==> config.mk <==
export PLATFORM = sky130hd
export DESIGN_NAME = dmem_host_loader
export DESIGN_NICKNAME = d
export VERILOG_FILES = /design/src/rtl/dmem_host_loader.sv
export SDC_FILE = /design/constraint.sdc
export NUM_CORES = 1
export LEC_CHECK = 0
export ABC_AREA = 1
export BUFFER_PORTS_ARGS = -buffer_cell sky130_fd_sc_hd__buf_2
export CORE_ASPECT_RATIO = 1.1
export CORE_MARGIN = 2
export CORE_UTILIZATION = 45
export CTS_CLUSTER_DIAMETER = 200
export DETAILED_ROUTE_END_ITERATION = 8
export GPL_TIMING_DRIVEN = 0
export PLACE_DENSITY = 0.72
export SETUP_SLACK_MARGIN = 0.15
export SYNTH_ARGS = -nofsm -noshare
export SYNTH_HDL_FRONTEND = slang
export SYNTH_SLANG_ARGS = --single-unit
==> constraint.sdc <==
create_clock -name clk -period 5.05 [get_ports clk]
set_input_delay 0.2525 -clock clk [delete_from_list [all_inputs] [get_ports clk]]
set_output_delay 0.2525 -clock clk [all_outputs]
set_load 0.03 [all_outputs]
==> src/rtl/dmem_host_loader.sv <==
// dmem_host_loader: host-side sequencer for a CPU data memory.
// One session loads num_words words from the ld_* stream into memory at
// base_addr, releases the CPU from reset for run_cycles cycles, then reads
// the same words back out on the dp_* stream.
// Optional feature: define DMEM_LOADER_CHECKSUM_EN to add ld_sum/dp_sum outputs
// (modulo-2^32 sums of accepted load and dump words).
module dmem_host_loader #(
  parameter int RUN_W = 16
) (
  input  logic             clk,
  input  logic             rst,
  input  logic             start,
  input  logic [31:0]      base_addr,
  input  logic [15:0]      num_words,
  input  logic [RUN_W-1:0] run_cycles,
  input  logic             ld_valid,
  input  logic [31:0]      ld_data,
  output logic             ld_ready,
  output logic             dp_valid,
  output logic [31:0]      dp_data,
  input  logic             dp_ready,
  output logic             cpu_rst,
  output logic             ext_memwr_sgn,
  output logic [31:0]      ext_datamem_wr,
  output logic [31:0]      ext_wr_data,
  output logic [31:0]      ext_datamem_rd,
  input  logic [31:0]      read_data,
  output logic             busy,
  output logic             done
`ifdef DMEM_LOADER_CHECKSUM_EN
  ,
  output logic [31:0]      ld_sum,
  output logic [31:0]      dp_sum
`endif
);

  typedef enum logic [2:0] {
    S_IDLE,
    S_LOAD,
    S_RUN,
    S_HALT,
    S_DUMP,
    S_FIN
  } state_t;

  localparam logic [RUN_W-1:0] RUN_ONE = RUN_W'(1);

  state_t           state;
  state_t           state_nxt;

  // Session parameters captured on start so the host may change its inputs.
  logic [31:0]      base_q;
  logic [15:0]      num_q;
  logic [RUN_W-1:0] run_q;

  // Word index shared by the load and dump phases; run-phase down-counter.
  logic [15:0]      idx;
  logic [RUN_W-1:0] counter;

  logic             ld_hs;
  logic             dp_hs;
  logic             idx_last;
  logic [31:0]      idx_addr;

  // Handshake qualifiers and the word address for the current index.
  // The address sum is 32 bits wide, so it wraps past 0xFFFF_FFFC by itself.
  assign ld_hs    = (state == S_LOAD) && ld_valid;
  assign dp_hs    = (state == S_DUMP) && dp_valid && dp_ready;
  assign idx_last = (idx == (num_q - 16'd1));
  assign idx_addr = base_q + {14'b0, idx, 2'b00};

  // State register.
  always_ff @(posedge clk or posedge rst) begin
    // NOTE: clocked state uses <= so every register samples pre-edge values;
    // a blocking = here would let later statements see the updated value.
    if (rst) begin
      state <= S_IDLE;
    end else begin
      state <= state_nxt;
    end
  end

  // Next-state logic and all Moore/Mealy outputs.
  always_comb begin
    // NOTE: every output gets a default before the case so no path leaves
    // it unassigned, which would otherwise infer a latch.
    state_nxt      = state;
    ld_ready       = 1'b0;
    cpu_rst        = 1'b1;
    busy           = 1'b1;
    done           = 1'b0;
    ext_memwr_sgn  = 1'b0;
    ext_wr_data    = 32'h0;
    ext_datamem_wr = 32'h0;
    ext_datamem_rd = base_q;

    case (state)
      S_IDLE: begin
        busy = 1'b0;
        if (start) begin
          state_nxt = (num_words != 16'd0) ? S_LOAD : S_RUN;
        end
      end

      S_LOAD: begin
        ld_ready       = 1'b1;
        ext_datamem_wr = idx_addr;
        if (ld_hs) begin
          ext_memwr_sgn = 1'b1;
          ext_wr_data   = ld_data;
          if (idx_last) begin
            state_nxt = S_RUN;
          end
        end
      end

      S_RUN: begin
        cpu_rst = 1'b0;
        // The counter holds the cycles still to run including this one.
        if (counter <= RUN_ONE) begin
          state_nxt = S_HALT;
        end
      end

      S_HALT: begin
        state_nxt = (num_q != 16'd0) ? S_DUMP : S_FIN;
      end

      S_DUMP: begin
        ext_datamem_rd = idx_addr;
        if (dp_hs && idx_last) begin
          state_nxt = S_FIN;
        end
      end

      S_FIN: begin
        done      = 1'b1;
        state_nxt = S_IDLE;
      end

      default: begin
        state_nxt = S_IDLE;
      end
    endcase
  end

  // Session parameters, word index, run counter and the dump output register.
  always_ff @(posedge clk or posedge rst) begin
    // NOTE: the dump register and address sources are reset as well, because
    // the memory-side outputs must read as zero while rst is held.
    if (rst) begin
      base_q   <= 32'h0;
      num_q    <= 16'd0;
      run_q    <= '0;
      idx      <= 16'd0;
      counter  <= '0;
      dp_valid <= 1'b0;
      dp_data  <= 32'h0;
    end else begin
      case (state)
        S_IDLE: begin
          if (start) begin
            base_q <= base_addr;
            num_q  <= num_words;
            run_q  <= run_cycles;
            idx    <= 16'd0;
            // With nothing to load the run phase starts on the next edge.
            if (num_words == 16'd0) begin
              counter <= run_cycles;
            end
          end
        end

        S_LOAD: begin
          if (ld_hs) begin
            if (idx_last) begin
              idx     <= 16'd0;
              counter <= run_q;
            end else begin
              idx <= idx + 16'd1;
            end
          end
        end

        S_RUN: begin
          if (counter != '0) begin
            counter <= counter - RUN_ONE;
          end
        end

        S_HALT: begin
          idx <= 16'd0;
        end

        S_DUMP: begin
          // A word is captured only while the output slot is empty, so the
          // handshake cycle never reloads and throughput is one word per two
          // cycles.
          if (dp_hs) begin
            dp_valid <= 1'b0;
            idx      <= idx + 16'd1;
          end else if (!dp_valid) begin
            dp_data  <= read_data;
            dp_valid <= 1'b1;
          end
        end

        default: begin
        end
      endcase
    end
  end

`ifdef DMEM_LOADER_CHECKSUM_EN
  // Running sums of accepted load and dump words, cleared on session start.
  always_ff @(posedge clk or posedge rst) begin
    if (rst) begin
      ld_sum <= 32'h0;
      dp_sum <= 32'h0;
    end else if ((state == S_IDLE) && start) begin
      ld_sum <= 32'h0;
      dp_sum <= 32'h0;
    end else begin
      if (ld_hs) begin
        ld_sum <= ld_sum + ld_data;
      end
      if (dp_hs) begin
        dp_sum <= dp_sum + dp_data;
      end
    end
  end
`endif

endmodule

Word-level counts from Yosys, hierarchy flattened. Index checks and enable logic that the tools add are counted.

Flip-flop bits (word level): 132. Output and inout bits: 134. Logic and storage cells: 75.

Add/subtract/negate cells: 4. $lt $le $gt $ge: 1. Eq/ne operators: 14. Multiplexer cells: 30. Bitwise logic cells: 2. Reductions and logical operators: 16.

Operators by type and width (count): 16-bit two-way mux (9); 32-bit two-way mux (4); 16-bit case mux with 4 select lines (1); 16-bit case mux with 3 select lines (1); 16-bit nonzero test (3); 32-bit by 18-bit adder with 32-bit output (1); 16-bit by 1-bit subtractor with 16-bit output (second input constant) (2); 16-bit by 1-bit adder with 16-bit output (second input constant) (1); 16-bit equality test (1); 16-bit by 1-bit <= comparator with 1-bit output (second input constant) (1); 16-bit zero test (1); 3-bit two-way mux (5); 3-bit case mux with 5 select lines (1); 2-bit inequality test (second input constant) (7); 1-bit two-way mux (8); 3-bit by 2-bit equality test with 1-bit output (second input constant) (2); 3-bit equality test (second input constant) (2); 6-bit AND reduction (1); 5-bit AND reduction (1); 1-bit logical AND (4); 4-bit AND reduction (1); 4-bit nonzero test (1); 3-bit by 1-bit equality test with 1-bit output (second input constant) (1); 3-bit zero test (1); other kinds (6) (7).

Longest topological paths before layout.
Depth after elaboration: 6. Mapped depth: 17. Gate-level depth less buffers: 16.

Worst setup path before layout. No wires, ideal clock.

Path type: register to output. Start: register idx[0]. End: output ext_datamem_rd[26]. Arrival time: 2528 ps. Required time: 4798 ps. Path slack: 2270 ps. Stages on the path, launching flop included: 13. Path buffers: 0. Cell sequence: dfrtp_1 ha_1 fa_1 nand3_1 nand2_1 nand2_1 o211ai_1 nand2_1 nand2_1 nand2_1 nor2_1 xor2_1 o21ai_0.

Cells in the longest elaborated chain, start to end: 2.

Ends and longest elaborated chain: start, declared (RTL line 57) `logic [15:0] idx;`; start signal, assigned (RTL line 180) `idx <= idx + 16'd1;`; start signal, assigned (RTL line 201) `idx <= idx + 16'd1;`; 32-bit by 18-bit adder with 32-bit output (RTL line 70) `assign idx_addr = base_q + {14'b0, idx, 2'b00};`; 32-bit two-way mux (RTL line 97) `case (state)`; end, declared (RTL line 26) `output logic [31:0] ext_datamem_rd,`.

No other way between the ends.

Worst setup path in the final report.
Start: register idx[2]. End: output ext_datamem_rd[23].

Same word-level chain as after synthesis.

==> results by group <==
Routing
  • Vias/cell: between 4 and 5
  • DR iter-0 viols: 420
  • DR vias: 8,538
  • TritonRoute pass-1 iters: 5
  • Routed length per placed instance: 14.42 um
  • DRT antenna net count: 0
  • Routed wire length: between 20 and 25 mm
  • Post-route DRC: 0

Floorplanning
  • Die height: 149.6 um
  • Area of the core: approximately 19,000 um2
  • Row cnt: 53
  • DIE WIDTH: between 100 and 150 um
  • Area of the die: between 20,000 and 25,000 um2
  • IO Count: approximately 270
  • Initial core utilization: 0.4555

Synthesis
  • Largest family of logic cells by synthesized area: simple AND/OR/NAND/NOR gates
  • Post-Syn Area per Cell: between 7 and 8 um2
  • Most used DFF post-synth: dfrtp_1
  • Post-synth cell types: between 40 and 50
  • Post-synthesis simple-gate area fraction: 0.2767
  • Share of the synthesized area in the top cell type: 0.3811
  • Syn nets: approximately 1,300
  • Post-Synth Adder-Cell Area: 0.03262
  • Most frequent cell after synthesis: nand2_1
  • Post-synthesis async set-or-reset flop share: 1.000
  • Yosys warnings: 0
  • Post-Synthesis Cells: approximately 1,200
  • Complex-gate fraction of the synthesized area: 0.09527
  • #FFs+latches synth: 132
  • Synth cell count leaders: nand2_1, inv_1, nor2_1, dfrtp_1, o21ai_0
  • Number of synthesized flops with an enable pin: 0
  • Ranking of synthesized cells by area: dfrtp_1, nand2_1, mux2_2, inv_1, nor2_1
  • Post-synthesis mux area share: 0.07145
  • Synth area leader: dfrtp_1
  • Sequential element share of the synthesized area: 0.3811
  • XOR/XNOR Fraction of Synth Area: 0.05153
  • Synth Cell Area: a little under 9000 um2

Global route
  • First-pass GRT wire length: around 40 mm
  • Vias in the first global route: 8,180
  • Total track usage: 0.2436
  • Antenna violations before repair: 0
  • GRT overflow: 0
  • Largest net degree at the start of global routing: just under 80

Cells and area
  • Total Nets Final: ~1,600
  • Register area: ~3300 um2
  • Final cell count without fillers: about 1,700
  • Area of the multi-input gates: 4573 um2
  • Ant diodes: 0
  • Final core utilization: 0.5776
  • Layout cell share with drive strength beyond 1: 0.2727
  • Post-route cell area: between 10,000 and 15,000 um2
  • P&R area growth vs syn: 26.82%
  • Layout fillers: ~1,800

Clock tree
  • Hold buffer count at cts: 1
  • Post-cts resize count: 0
  • Post-CTS setup buffer count: 0
  • Worst-path clk slew: around 60 ps
  • CTS Buf Count: 17
  • CTS tree: built
  • CTS sink count: approximately 130
  • Clock Tree Root: clkbuf_16
  • Clock Latency Late Sink: between 400 and 500 ps
  • H-tree Lvls: 4
  • Clock Path Buffers: 2

STA
  • Crit share post-route: 0.6778
  • Max Clk Rate: roughly 0.29 GHz
  • Hold WS: between 60 and 70 ps
  • Final Critical Period: around 3400 ps
  • Final setup viols: 0
  • Unrepaired setup endpoints after global routing: no
  • Max_slew headroom: 0.5537
  • Clk_skew: just under 9 ps
  • Worst slew pin tran: 669.4 ps
  • Total negative setup slack: 0 ps
  • Hold Fails Final Rpt: 0
  • Final worst setup slack: about 1600 ps
  • Fin. max-slew vios: 0

Hold path
  • Min-delay src: read_data[13]
  • Worst Hold Class: in -> reg

Run status
  • Outcome: finished, final reports clean

Critical path
  • Setup crit start kind: flop
  • Highest cell delay on the worst timing path: between 400 and 500 ps
  • CP Data Required Time: roughly 4800 ps
  • Crit-path cells: ha_1, a21oi_1, nand2_1, a21boi_1, o21ai_0, a21oi_1, nor2_1, nand2_1, nand2_1, o21ai_1, buf_2
  • CP startpoint: idx[2]
  • CP max FO: 7
  • Top delay family on crit path: compound AO/OA/AOI/OAI gates
  • Buf/Inv on CP: 1
  • WP data arrival: approximately 3200 ps
  • WS Path Type: reg -> out
  • Crit path max-delay cell type: dfrtp_1
  • Crit path top cell by count: nand2_1
  • CP Capture Type: output pin
  • Reg-to-reg startpoint: num_q[0]

Placement
  • Final GP Congestion: just over 0.9
  • Cell Area, Placed: 10,340 um2
  • Dpl ws: ~2200 ps
  • HPWL Detailed: 19.36 mm
  • Cells after DPL: around 1,700
  • Port bufs: around 270

Power and ir drop
  • Peak supply drop: between 0.0003 and 0.0004 V
  • Lkg Pwr: 6.137 nW
  • Design Power: between 7 and 8 mW
  • Pwr Density: around 700 nW/um2

Job
  • Maxcap violations: 0
## kinds of logic (layout without fill, tap and decap cells)
logic type,count (synthesis),after routing
simple gates,558,558
fa+ha+maj,22,22
flops,132,132
mux,55,55
buf+inv,201,501
xor+xnor,51,51
compound gates,144,144
## state kept, by name (all words and copies together), names as in the netlist
register,cells
base_q,32
dp_data,32
counter,16
idx,16
num_q,16
run_q,16
state,3
dp_valid,1
## cells in the final DEF, fill, tap and decap left out, types with 5 or more instances in the layout
cell type  instances
inv_2              5
dfrtp_1          132
mux2_2            55
xor2_1            36
nand3_1           64
or2_2              6
clkbuf_1          20
inv_1            158
buf_2            272
nor4_1             8
xnor2_1           15
a21oi_1           42
o211ai_1          12
ha_1              21
nand4_1           12
clkbuf_16         17
nor3_1            14
buf_1              5
inv_6              7
nor2_1           158
nand2_1          271
o21ai_0           70
## area by class of cell
class,count,share of cell area
Buffer,36,0.01571
Tap cell,247,0.02811
Clock buffer,17,0.03870
Inverter,165,0.05680
Sequential cell,132,0.3005
Multi-Input combinational cell,830,0.4160
Timing Repair Buffer,268,0.1245
Clock inverter,15,0.01969
## path summary, 6_finish.rpt
path	end	slack [ps]	cells past startpoint
min in group asynchronous	dp_data[0]	440	3
min reg2reg	run_q[7]	490	2
min	dp_data[13]	70	2
max reg2reg	counter[3]	2710	15
max in group asynchronous	base_q[11]	3840	4
max	ext_datamem_rd[23]	1630	11
## where the power goes
part           leakage [nW]  switching [mW]  internal, mW  total, mW
logic                  4.22            2.86          1.40       4.26
clock network         0.308           0.512         0.841       1.35
registers              1.60           0.426          1.53       1.96
## layer usage
| layer | vias up | global-route usage | share of wire |
|---|---|---|---|
| li1 | 4290 | - | - |
| met1 | 3919 | 0.3079 | 0.43 |
| met2 | 287 | 0.4118 | 0.48 |
| met3 | 42 | 0.04946 | 0.063 |
| met4 | 0 | 0.08906 | 0.026 |
| met5 | - | 0 | 0 |
Note: power is estimated with default switching activity, not from simulation.
